===== config.mk =====
export PLATFORM = sky130hd
export DESIGN_NAME = load_store_unit
export DESIGN_NICKNAME = d
export VERILOG_FILES = /design/src/rtl/load_store_unit.sv
export SDC_FILE = /design/constraint.sdc
export NUM_CORES = 1
export LEC_CHECK = 0
export BUFFER_PORTS_ARGS = -buffer_cell sky130_fd_sc_hd__buf_2
export CAP_MARGIN = 20
export CORE_MARGIN = 1
export CORE_UTILIZATION = 55
export CTS_BUF_LIST = sky130_fd_sc_hd__clkbuf_4 sky130_fd_sc_hd__clkbuf_8
export DETAILED_ROUTE_END_ITERATION = 7
export MAX_ROUTING_LAYER = met4
export PLACE_DENSITY = 0.92
export SKIP_LAST_GASP = 1
export SYNTH_ARGS = -nofsm -noshare
export SYNTH_HDL_FRONTEND = slang
export SYNTH_SLANG_ARGS = --single-unit
export TNS_END_PERCENT = 30

===== constraint.sdc =====
create_clock -name clk -period 3 [get_ports clk]
set_clock_uncertainty 0.05 [all_clocks]
set_input_delay 0.3 -clock clk [delete_from_list [all_inputs] [get_ports clk]]
set_output_delay 0.3 -clock clk [all_outputs]
set_load 0.01 [all_outputs]

===== src/rtl/load_store_unit.sv =====
// Load/store unit: decodes MIPS memory ops, aligns store data and byte enables, runs a
// single-outstanding memory handshake and registers the raw load word for the alignment stage.
module load_store_unit (
  input  logic        clk,
  input  logic        resetn,
  input  logic        start,
  input  logic [5:0]  op,
  input  logic [31:0] addr,
  input  logic [31:0] rt_val,
  output logic        busy,
  output logic        done,
  output logic        mem_req,
  output logic        mem_we,
  output logic [31:0] mem_addr,
  output logic [3:0]  mem_wstrb,
  output logic [31:0] mem_wdata,
  input  logic        mem_ack,
  input  logic [31:0] mem_rdata,
  output logic [31:0] ld_word,
  output logic [31:0] ld_rt,
  output logic [5:0]  ld_op,
  output logic [1:0]  ld_ea,
  output logic        adel,
  output logic        ades
);

  typedef enum logic [1:0] {IDLE, ACCESS, DONE} state_t;

  state_t      state_reg, state_next;
  logic        mem_we_reg;
  logic [31:0] mem_addr_reg;
  logic [3:0]  mem_wstrb_reg;
  logic [31:0] mem_wdata_reg;
  logic [31:0] ld_word_reg;
  logic [31:0] ld_rt_reg;
  logic [5:0]  ld_op_reg;
  logic [1:0]  ld_ea_reg;
  logic        adel_reg;
  logic        ades_reg;

  logic        is_load, is_store, misalign;
  logic [3:0]  wstrb_next;
  logic [31:0] wdata_next;
  logic [1:0]  ea;
  logic        accept, go_mem;

  assign ea = addr[1:0];

  // Decode of the incoming request; only meaningful in the cycle it is accepted.
  always_comb begin
    is_load    = 1'b0;
    is_store   = 1'b0;
    misalign   = 1'b0;
    wstrb_next = 4'b0000;
    wdata_next = 32'h0;
    case (op)
      6'b100000, 6'b100100, 6'b100010, 6'b100110: is_load = 1'b1;
      6'b100001, 6'b100101: begin
        is_load  = 1'b1;
        misalign = ea[0];
      end
      6'b100011: begin
        is_load  = 1'b1;
        misalign = (ea != 2'b00);
      end
      6'b101000: begin
        is_store   = 1'b1;
        wstrb_next = 4'b0001 << ea;
        wdata_next = {4{rt_val[7:0]}};
      end
      6'b101001: begin
        is_store   = 1'b1;
        misalign   = ea[0];
        wstrb_next = ea[1] ? 4'b1100 : 4'b0011;
        wdata_next = {2{rt_val[15:0]}};
      end
      6'b101010: begin
        is_store = 1'b1;
        case (ea)
          2'b00:   begin wstrb_next = 4'b0001; wdata_next = {24'h0, rt_val[31:24]}; end
          2'b01:   begin wstrb_next = 4'b0011; wdata_next = {16'h0, rt_val[31:16]}; end
          2'b10:   begin wstrb_next = 4'b0111; wdata_next = {8'h0, rt_val[31:8]}; end
          default: begin wstrb_next = 4'b1111; wdata_next = rt_val; end
        endcase
      end
      6'b101011: begin
        is_store   = 1'b1;
        misalign   = (ea != 2'b00);
        wstrb_next = 4'b1111;
        wdata_next = rt_val;
      end
      6'b101110: begin
        is_store = 1'b1;
        case (ea)
          2'b00:   begin wstrb_next = 4'b1111; wdata_next = rt_val; end
          2'b01:   begin wstrb_next = 4'b1110; wdata_next = {rt_val[23:0], 8'h0}; end
          2'b10:   begin wstrb_next = 4'b1100; wdata_next = {rt_val[15:0], 16'h0}; end
          default: begin wstrb_next = 4'b1000; wdata_next = {rt_val[7:0], 24'h0}; end
        endcase
      end
      default: ;
    endcase
  end

  assign accept = (state_reg == IDLE) && start;
  assign go_mem = (is_load || is_store) && !misalign;

  always_comb begin
    state_next = state_reg;
    case (state_reg)
      IDLE:    if (start) state_next = go_mem ? ACCESS : DONE;
      ACCESS:  if (mem_ack) state_next = DONE;
      DONE:    state_next = IDLE;
      default: state_next = IDLE;
    endcase
  end

  always_ff @(posedge clk or negedge resetn) begin
    if (!resetn) begin
      state_reg     <= IDLE;
      mem_we_reg    <= 1'b0;
      mem_addr_reg  <= 32'h0;
      mem_wstrb_reg <= 4'b0000;
      mem_wdata_reg <= 32'h0;
      ld_word_reg   <= 32'h0;
      ld_rt_reg     <= 32'h0;
      ld_op_reg     <= 6'b000000;
      ld_ea_reg     <= 2'b00;
      adel_reg      <= 1'b0;
      ades_reg      <= 1'b0;
    end else begin
      state_reg <= state_next;
      if (accept) begin
        ld_op_reg     <= op;
        ld_ea_reg     <= ea;
        ld_rt_reg     <= rt_val;
        mem_addr_reg  <= {addr[31:2], 2'b00};
        mem_we_reg    <= go_mem && is_store;
        mem_wstrb_reg <= (go_mem && is_store) ? wstrb_next : 4'b0000;
        mem_wdata_reg <= (go_mem && is_store) ? wdata_next : 32'h0;
        adel_reg      <= is_load && misalign;
        ades_reg      <= is_store && misalign;
      end
      // Raw word is captured only for loads; stores leave the previous load word intact.
      if (state_reg == ACCESS && mem_ack && !mem_we_reg)
        ld_word_reg <= mem_rdata;
    end
  end

  assign busy      = (state_reg != IDLE);
  assign done      = (state_reg == DONE);
  assign mem_req   = (state_reg == ACCESS);
  assign mem_we    = mem_we_reg;
  assign mem_addr  = mem_addr_reg;
  assign mem_wstrb = mem_wstrb_reg;
  assign mem_wdata = mem_wdata_reg;
  assign ld_word   = ld_word_reg;
  assign ld_rt     = ld_rt_reg;
  assign ld_op     = ld_op_reg;
  assign ld_ea     = ld_ea_reg;
  assign adel      = adel_reg;
  assign ades      = ades_reg;

endmodule


==> summary.md <==
| Metric | Value |
|---|---|
| Slowest CP cell | or3b_4 |
| GR Util All Layers | 0.350 |
| RSZ-0062 raised after global routing | false |
| Number of routed nets with antenna violations | 0 |
| Post-cts sizing count | 0 |
| Synth cell count leaders | dfrtp_1 (143), mux2_2 (116), nand2_1 (35), o21ai_0 (31), nor2_1 (25) |
| Pre-antenna DRT Iters | 8 |
| Iteration-0 DRC Markers | 476 |
| Fmax | 468 MHz |
| Worst setup margin | 0.863 ns |
| H-tree depth | 4 |
| Sink Count | 143 |
| Max-slew violations | 0 |
| Ratio of cells with drive above 1 in the final layout | 0.511 |
| Crit path capture type | register |
| Core ar. | 11600 sq um |
| Yosys warnings | 0 |
| CTS tree | done |
| Post-synth EDFFs | 0 |
| Flop2flop setup slack | 0.86 ns |
| Setup Buffers After CTS | 0 |
| Final TNS setup | 0 ns |
| Synthesized area | 6660 sq um |
| CTS Buffer Depth | 2 |
| Global placer's final weighted congestion | 0.922 |
| Number of buffers created by CTS | 17 |
| Rows | 39 |
| Tmin final | 2.14 ns |
| CP Class | register to register |
| Register bit count reported by yosys | 143 |
| Arr. time, crit path | 2.46 ns |
| Final hold viol count | 0 |
| Root Buffer | clkbuf_8 |
| Final #Nets | 907 |
| Least-Margin Pin Slew | 0.958 ns |
| Synthesis-to-finish area growth | 28.9% |
| CP top delay family | simple AND/OR/NAND/NOR gates |
| Vias | 5869 |
| Crit share post-route | 0.712 |
| CP Data Required Time | 3.32 ns |
| Hold crit path type | input port to register |
| Worst-path cell chain | or3b_4, a211oi_2, and2_2, a32oi_1, o21ai_0 |
| Post-Synthesis Cells | 549 |
| Global-route wire length before repair | 32200 um |
| Die width | 112 um |
| Buf/Inv on CP | 0 |
| Finished Layout Cells | 959 |
| Status | complete, but fails checks |
| Vias in the first global route | 6000 |
| CTS clock-pin slew for the worst setup and hold paths | 0.08 ns |
| Starting Density | 0.573 |
| Crit start category | register |
| Post-synthesis sequential area ratio | 0.537 |
| Total wire length | 21200 um |
| Setup Viol. Count Final | 0 |
| Crit-path max cell delay | 0.58 ns |
| Number of distinct library cells after synthesis | 52 |
| Pin count of the biggest net entering global routing | 108 |
| Leak pwr | 4.15 nW |
| Pwr per Cell Area | 655 nW/um^2 |
| WL per Instance | 22.1 um |
| Dominant cells by area after synthesis | dfrtp_1 (54%), mux2_2 (20%), o21ai_0 (2.3%), a22o_1 (2.2%), nand2_1 (2.0%) |
| Yosys top cell by area | dfrtp_1 |
| Max-Cap Viols | 0 |
| Port-buffer cells | 249 |
| DP Worst Slack | 0.675 ns |
| Syn avg cell area | 12.1 sq um |
| Synth Flop Type | dfrtp_1 |
| Die ar. | 12600 sq um |
| Top-area cell type share of the netlist area | 0.537 |
| Worst skew pair latency | 0.46 ns |
| Async S/R FF share, synth | 1.00 |
| Avg Vias per Cell | 6.12 |
| Remaining Overflow, GRT | 0 |
| Placed insts | 907 |
| Critical path fanouts, max | 21 |
| Initial antenna violation count | 2 |
| Hpwl dp | 14400 um |
| Boundary pin count | 252 |
| Max-slew headroom | 0.361 |
| Top-count cell post-synth | dfrtp_1 |
| Failing checks | DRC |
| Worst vdd ir | 0.408 mV |
| Die Ht | 112 um |
| DR DRC count | 8 |
-- cells by family (layout without fill, tap and decap cells) --
group | Yosys count | in the layout | synth area share
multiplexers | 125 | 125 | 0.210
flip-flops | 143 | 143 | 0.537
buffers and inverters | 45 | 309 | 0.0312
AND/OR/NAND/NOR | 98 | 98 | 0.0748
other | 1 | 4 | 0.000563
AO/OA/AOI/OAI | 137 | 137 | 0.146
-- what timing repair did --
action / 4_1_cts / 5_1_grt
hold buffers: 13 / 5
hold endpoints to repair: 118 / 5
setup endpoints to repair: 0 / 0
-- metrics by stage --
step / power [W] / hold slack (ns) / instance area [sq um] / util
floorplan: 0.00327 / -0.0456 / 6660 / -
global placement: 0.00388 / 0.410 / 7980 / 0.687
detailed placement: 0.00396 / 0.415 / 7980 / 0.687
CTS: 0.00560 / 0.0000311 / 8530 / 0.734
global route: 0.00583 / -0.000476 / 8580 / 0.739
finish: 0.00562 / 0.0207 / 8580 / 0.739
-- report_power, final --
| group | leakage [nW] | internal [W] | switching, W |
|---|---|---|---|
| registers | 1.79 | 0.00231 | 0.000215 |
| clock network | 0.217 | 0.000892 | 0.000743 |
| logic | 2.14 | 0.000701 | 0.000762 |
| total | 4.15 | 0.00390 | 0.00172 |
-- layout make-up --
class                   instances  area (sq um)
well taps                     143           179
clock buffers                  22           284
flip-flops and latches        143          3580
clock inverters                10           135
multi-input cells             362          2880
inverters                       3          11.3
diodes                          2          5.00
repair buffers                274          1510
fillers                       768          3030
-- routing by layer --
metal | vias to the layer above | track usage | wire, um
met4 | 0 | 0.164 | 801
met3 | 70 | 0.0923 | 1850
met1 | 2887 | 0.434 | 8380
met2 | 357 | 0.540 | 10100
met5 | - | - | 0
li1 | 2555 | - | -
-- final timing paths --
| kind | start | to | cells past startpoint |
|---|---|---|---|
| min | mem_rdata[17] | ld_word[17] | 2 |
| max in group asynchronous | resetn | ld_rt[17] | 3 |
| max | state_reg[1] | mem_wdata[13] | 5 |
| max reg2reg | state_reg[1] | mem_wdata[13] | 5 |
| min reg2reg | mem_wdata[19] | mem_wdata[19] | 1 |
| min in group asynchronous | resetn | ld_word[8] | 2 |
-- cells in the final DEF (no fill, tap or decap), types with 5 or more instances in the layout --
cell type      synthesis  layout
a22oi_1               12      12
buf_2                 19     248
dlygate4sd3_1          0      18
nor2b_1                9       9
a22o_1                17      17
a222oi_1               8       8
nor2_1                25      25
o22ai_1                8       8
dfrtp_1              143     143
mux2i_1                8       8
nand2_1               35      35
mux2_2               116     116
nand2b_1               5       5
clkbuf_8               0      19
buf_4                  4       5
a32oi_1               14      14
o21ai_0               31      31
a21oi_1               18      18
Note: power is estimated with default switching activity, not from simulation.
